### src/rtl/mem_access_unit.sv
// RV32I MEM-stage load/store unit: formats store lanes, drives a simple req/resp data memory
// handshake through an IDLE/REQ/DONE FSM and registers the formatted load result.
module mem_access_unit (
    input  logic        clk,
    input  logic        rst,
    input  logic        valid_in,
    input  logic        mem_read,
    input  logic        mem_write,
    input  logic [2:0]  funct3,
    input  logic [31:0] addr,
    input  logic [31:0] store_data,
    input  logic        dmem_resp,
    input  logic [31:0] dmem_rdata,
    output logic        dmem_read,
    output logic        dmem_write,
    output logic [31:0] dmem_addr,
    output logic [31:0] dmem_wdata,
    output logic [3:0]  dmem_byte_enable,
    output logic        mem_stall,
    output logic [31:0] load_data,
    output logic        mem_misaligned
);

    typedef enum logic [1:0] {
        StIdle,
        StReq,
        StDone
    } state_t;

    state_t state;

    logic        is_mem;
    logic        size_half;
    logic        size_word;
    logic        misaligned_cond;
    logic        access;
    logic        is_store;
    logic        in_req;
    logic [31:0] rdata_shifted;
    logic [31:0] load_fmt;

    assign is_mem    = valid_in & (mem_read | mem_write);
    // funct3[1:0]: 00 byte, 01 half, 1x word (reserved encodings behave as word)
    assign size_half = (funct3[1:0] == 2'b01);
    assign size_word = funct3[1];

    assign misaligned_cond = (size_half & addr[0]) | (size_word & (addr[1:0] != 2'b00));
    assign mem_misaligned  = is_mem & misaligned_cond;
    assign access          = is_mem & ~misaligned_cond;

    // A read+write control word is treated as a load
    assign is_store = mem_write & ~mem_read;
    assign in_req   = (state == StReq);

    assign mem_stall  = ((state == StIdle) & access) | in_req;
    assign dmem_read  = in_req & mem_read;
    assign dmem_write = in_req & is_store;
    assign dmem_addr  = {addr[31:2], 2'b00};

    always_comb begin
        dmem_wdata       = store_data;
        dmem_byte_enable = 4'b0000;
        case (funct3[1:0])
            2'b00: begin
                dmem_wdata       = {4{store_data[7:0]}};
                dmem_byte_enable = 4'b0001 << addr[1:0];
            end
            2'b01: begin
                dmem_wdata       = {2{store_data[15:0]}};
                dmem_byte_enable = 4'b0011 << addr[1:0];
            end
            default: begin
                dmem_wdata       = store_data;
                dmem_byte_enable = 4'b1111;
            end
        endcase
        if (!(access & is_store)) begin
            dmem_byte_enable = 4'b0000;
        end
    end

    // Move the addressed lane down to bit 0, then extend by width and signedness
    assign rdata_shifted = dmem_rdata >> {addr[1:0], 3'b000};

    always_comb begin
        load_fmt = dmem_rdata;
        case (funct3)
            3'b000:  load_fmt = {{24{rdata_shifted[7]}}, rdata_shifted[7:0]};
            3'b001:  load_fmt = {{16{rdata_shifted[15]}}, rdata_shifted[15:0]};
            3'b100:  load_fmt = {24'h000000, rdata_shifted[7:0]};
            3'b101:  load_fmt = {16'h0000, rdata_shifted[15:0]};
            default: load_fmt = dmem_rdata;
        endcase
    end

    always_ff @(posedge clk) begin
        if (rst) begin
            state     <= StIdle;
            load_data <= 32'h0000_0000;
        end else begin
            case (state)
                StIdle: begin
                    if (access) begin
                        state <= StReq;
                    end
                end
                StReq: begin
                    if (dmem_resp) begin
                        state <= StDone;
                        if (mem_read) begin
                            load_data <= load_fmt;
                        end
                    end
                end
                StDone:  state <= StIdle;
                default: state <= StIdle;
            endcase
        end
    end

endmodule

### config.mk
export PLATFORM = sky130hd
export DESIGN_NAME = mem_access_unit
export DESIGN_NICKNAME = d
export VERILOG_FILES = /design/src/rtl/mem_access_unit.sv
export SDC_FILE = /design/constraint.sdc
export NUM_CORES = 1
export LEC_CHECK = 0
export ABC_CLOCK_PERIOD_IN_PS = 1700
export CAP_MARGIN = 30
export CORE_ASPECT_RATIO = 0.7
export CORE_MARGIN = 4
export CORE_UTILIZATION = 30
export CTS_CLUSTER_DIAMETER = 50
export DETAILED_ROUTE_END_ITERATION = 10
export GPL_ROUTABILITY_DRIVEN = 0
export PLACE_DENSITY_LB_ADDON = 0.25
export SETUP_SLACK_MARGIN = 0.05
export SYNTH_ARGS = -nofsm -noshare
export SYNTH_HDL_FRONTEND = slang
export SYNTH_SLANG_ARGS = --single-unit
### constraint.sdc
create_clock -name clk -period 1.7 [get_ports clk]
set_input_delay 0.255 -clock clk [delete_from_list [all_inputs] [get_ports clk]]
set_output_delay 0.255 -clock clk [all_outputs]
set_load 0.01 [all_outputs]
; Word level (Yosys, flattened, before mapping)
; Cells that the tools add are included.
[classes]
n_reduce_logical = 6
muxes = 7
n_eq_ne = 7
n_bitwise = 15
shifts = 3
[ops]
columns = operator, n
row1 = $pmux 32 s4, 1
row2 = $pmux 32 s2, 1
row3 = $shr 32x5->16, 1
row4 = $and 1x1->1, 10
row5 = $pmux 4 s2, 1
row6 = $eq 3x3->1 const B, 2
row7 = $eq 2x1->1 const B, 2
row8 = $logic_not 2->1, 2
row9 = $mux 2, 2
row10 = $mux 4, 1
row11 = $ne 2x2->1 const B, 2
row12 = $pmux 2 s2, 1
row13 = $shl 1x2->4 const A, 1
row14 = $shl 2x2->4 const A, 1
row15 = $eq 3x1->1 const B, 1
row16 = $logic_not 3->1, 1
row17 = $or 1x1->1, 3
row18 = $reduce_and 3->1, 1
row19 = $not 1->1, 2
row20 = $reduce_and 2->1, 1
row21 = $reduce_bool 2->1, 1
[totals]
regBits = 34
inputBits = 105
output_inout_bits = 104

; Logic depth before layout (Yosys ltp)
[logic_depth]
depth_word = 7
ltp_mapped = 6

; Least setup slack after synthesis
; Ideal clock, no wire load.
[synth_timing]
kind = input -> register
start = in addr[1]
end = reg load_data[16]
t_arrival_ns = 1.561
n_path_buf = 2
setup_ns = 0.134
t_required_ns = 1.566
stages = 6
slack_ns = 0.005
cell_sequence = buf_6 mux4_2 or2_4 a31oi_4 buf_6 a211oi_1
[synth_via]
elab_chain_cells = 2
[synth_lines]
columns = element, line_no
row1 = "start, declared", 10  ; input logic [31:0] addr,
row2 = $shr 32x5->16, 83  ; assign rdata_shifted = dmem_rdata >> {addr[1:0], 3'b000};
row3 = $pmux 32 s4, 87  ; case (funct3)
row4 = "end signal, assigned", 111  ; load_data <= load_fmt;
row5 = "end, declared", 20  ; output logic [31:0] load_data,
; Every way passes these cells.
; A chain may end at the register's enable or synchronous reset.

; Final worst setup path
[layout_timing]
start = in dmem_rdata[31]
end = reg load_data[19]
[layout_via]
elab_chain_cells = 2
[layout_lines]
columns = element, line_no
row1 = "start, declared", 13  ; input logic [31:0] dmem_rdata,
row2 = $shr 32x5->16, 83
row3 = $pmux 32 s4, 87
; Every way passes these cells.

==> impl_metrics.yaml <==
clocking:
  clock_latency_reported_for_the_late_side_of_the_worst_skew_pair_ns: 0.28
  max-clock-path-buffers: 2
  cts_tree: "built"
  numCtsBuffers: 5
  clock_sink_count: 34
  clock_tree.htree_level_count: 2
  clk_pin_slew_ns: 0.06
  root_buffer: "sky130_fd_sc_hd__clkbuf_16"
  cts_hold_buffers: 0
power:
  max-vdd-ir-drop_v: 0.000553
  power_dens_cells_mw_per_mm2: 650
  pwr-share-seq_pct: 29.5
  leakage_power_uw: 0.00174
  power_report.internal_total_uw: 2090
  netSwitchingFraction_pct: 25.2
  comb_power_share_pct: 27.9
  clock_power_share_pct: 42.6
  net_switching_component_of_the_power_uw: 704
logic_synthesis:
  post_synth_instance_area_mm2: 0.00254
  synthMostInstantiatedCell: "sky130_fd_sc_hd__buf_4"
  synth.yosys.seq_area_share_pct: 26.8
  async_set_or_reset_register_ratio_after_synthesis_pct: 0
  yosys_most_used_dff: "sky130_fd_sc_hd__dfxtp_1"
  number_of_warnings_issued_by_yosys: 0
  ys_top_cells_by_area: "sky130_fd_sc_hd__dfxtp_1, sky130_fd_sc_hd__buf_4, sky130_fd_sc_hd__mux2i_1, sky130_fd_sc_hd__mux2_2, sky130_fd_sc_hd__a211oi_1"
  syn_avg_cell_area_um2: 8.24
  postSynthCellCount: 308
  synth_edf_count: 0
  synth.top_cells.by_count: "sky130_fd_sc_hd__buf_4, sky130_fd_sc_hd__dfxtp_1, sky130_fd_sc_hd__nand2_1"
  synth.distinct_cells: 38
  synth.top_cell.area_share_pct: 26.8
  yosys_register_bits: 34
  most_area_hungry_cell_type_in_the_yosys_netlist: "sky130_fd_sc_hd__dfxtp_1"
global_routing:
  grt_pass1_vias: 2749
  grt_start_max_net_pins: 29
  number_of_antenna_violations_at_the_first_check_in_global_routing: 0
  wire_length_of_the_first_global_routing_pass_um: 15000
  grt_util_all_layers_pct: 18.4
  grt_remaining_overflow: 0
routing:
  drt_pre_antenna_iters: 4
  drc: 0
  avgViaCountPerCell: 5.04
  detail_route.wl_per_cell_um: 18.0
  drt_iter0_drc: 172
  route.vias.total: 2742
  finalWirelength_um: 9810
  final_antenna_net_count: 0
hold_path:
  hold_depth: 2
  min_from: "load_data[4]"
  hold_class: "flop to flop"
  timing.hold.worst_endpoint: "load_data[4]"
critical_path:
  maximum_fanout_encountered_on_the_critical_timing_path: 8
  worst-r2r-setup-slack_ns: 0.28
  critical_path_startpoint_category: "input pin"
  critPathKind: "input pin to flop"
  critical_path.slowest_cell: "sky130_fd_sc_hd__mux4_2"
  r2r_end: "load_data[0]"
  ff2ff_path_depth: 5
  cp_slowest_stage_delay_ns: 0.49
  arrival_time_at_the_worst_endpoint_ns: 1.78
  crit_required_ns: 1.86
  regToRegStartpoint: "state[0]"
  worstPathCellList: "dlygate4sd2_1 -> mux4_2 -> or2_4 -> a31oi_4 -> buf_6 -> buf_12 -> a211oi_1"
  critPathCaptureType: "flop"
placement:
  dpl_worst_slack_ns: -0.530
  numPortBuffers: 146
  detailedPlacementHpwl_um: 7720
final_layout:
  flow.area_growth_from_synthesis_pct: 69.6
  diodes: 0
  nNetsFinal: 547
  layout.area.seq_um2: 681
  filler_cell_count: 754
  multiInputGateArea_mm2: 0.00148
  share_of_final_layout_standard_cells_stronger_than_drive_strength_1_pct: 19.9
floorplan:
  fp.dieArea_mm2: 0.0100
  effective_utilization_at_floorplan_pct: 31.6
  placeableCoreArea_mm2: 0.00804
  vertical_die_dimension_um: 85.0
  std_cell_rows: 27
  die_w_um: 118
  pin_count: 209
sta:
  final-hold-violation-count: 0
  finalClockSkew_ns: 0.00718
  worst_pin_slew_ns: 0.505
  period_needed_ns: 1.62
  final_max_slew_viol_count: 0
  finalWorstSetupSlack_ns: 0.0786
  slew_headroom_pct: 66.2
  total_setup_violations_reported_at_the_end_of_the_flow: 0
  grt_setup_unrepaired: "no"
  min_period_over_period_pct: 95.4
  fin_tns_setup_ns: 0
  holdWs_ns: 0.460
  max_fclk_ghz: 0.617
flow_run:
  drv_cap: 0
outcome:
  outcome: "completed"
## what timing repair did
| action | 4_1_cts | 5_1_grt |
|---|---|---|
| pin swaps | 4 | 5 |
| gates resized for setup | 79 | 19 |
| gates cloned | 1 | 0 |
| buffers inserted | 5 | 1 |
| endpoints found under the setup margin | 63 | 23 |
## cell type report
class                           count  share of cell area, %
Clock buffer                        5                   2.91
Clock inverter                      3                   1.60
Tap cell                          101                   2.94
Inverter                            4                  0.349
Multi-Input combinational cell    207                   34.4
Timing Repair Buffer              190                   42.1
Sequential cell                    34                   15.8
## how the worst max path moves through the flow
stage,start,endpoint,slack (ns),depth (start not counted)
2_1_floorplan,addr[1],load_data[16],0.05,6
3_3_place_gp,funct3[0],dmem_byte_enable[3],-0.51,7
3_5_place_dp,funct3[0],dmem_byte_enable[3],-0.53,7
4_1_cts,dmem_rdata[31],load_data[17],0.007,7
5_1_grt,store_data[6],dmem_wdata[30],0.05,4
6_report,dmem_rdata[31],load_data[19],0.08,7
## kinds of logic (layout without fill, tap and decap cells)
kind of cell,after synthesis,after routing,share of synthesized area [%]
mux,43,43,18.3
simple gates,79,79,13.6
buf+inv,68,202,16.8
other cells,1,2,0.148
flops,34,34,26.8
xor+xnor,3,3,1.04
compound gates,80,80,23.3
## state kept, by name, indices dropped and copies added (netlist names)
| register | cells |
|---|---|
| load_data | 32 |
| state | 2 |
## per-layer routing
metal | GRT usage (%) | wire length (um) | vias up
li1 | - | - | 1341
met1 | 25.8 | 4760 | 1279
met2 | 28.6 | 4310 | 116
met3 | 5.86 | 699 | 6
met4 | 2.23 | 40 | 0
met5 | 0 | 0 | -
## critical path: cells and delay by family
family	cells	cell delay (ns)
muxes	1	0.49
AOI/OAI and AO/OA	2	0.26
buffers and inverters	3	0.52
and+or+nand+nor	1	0.25
## through the flow
step           area, um2  util, %  cells  total power, uW
2_1_floorplan       2540        -    309             1250
3_3_place_gp        4030     50.1    529             1630
3_5_place_dp        4030     50.1    529             1640
4_1_cts             4270     53.1    543             2810
5_1_grt             4310     53.5    544             2910
6_report            4310     53.5    544             2800
## power by group through the flow
stage	combinational [uW]	clock [uW]	sequential, uW
2_1_floorplan	396	0	849
3_3_place_gp	784	0	843
3_5_place_dp	793	0	843
4_1_cts	773	1210	826
5_1_grt	833	1240	828
6_report	781	1190	826
## layout by cell type, fill, tap and decap left out, drive strengths merged, types with 3 or more instances in the layout
cell,count
a211oi,18
nand2,34
o22ai,7
o2bb2ai,13
clkdlybuf4s15,4
o221ai,8
a21oi,12
mux2i,25
nand3b,3
nor2,25
clkbuf,5
mux2,17
a2bb2oi,7
o21ai,9
inv,3
clkdlybuf4s50,101
nor3,6
dlygate4sd2,29
buf,53
dfxtp,34
No activity file was read; power rests on OpenSTA's default activity.
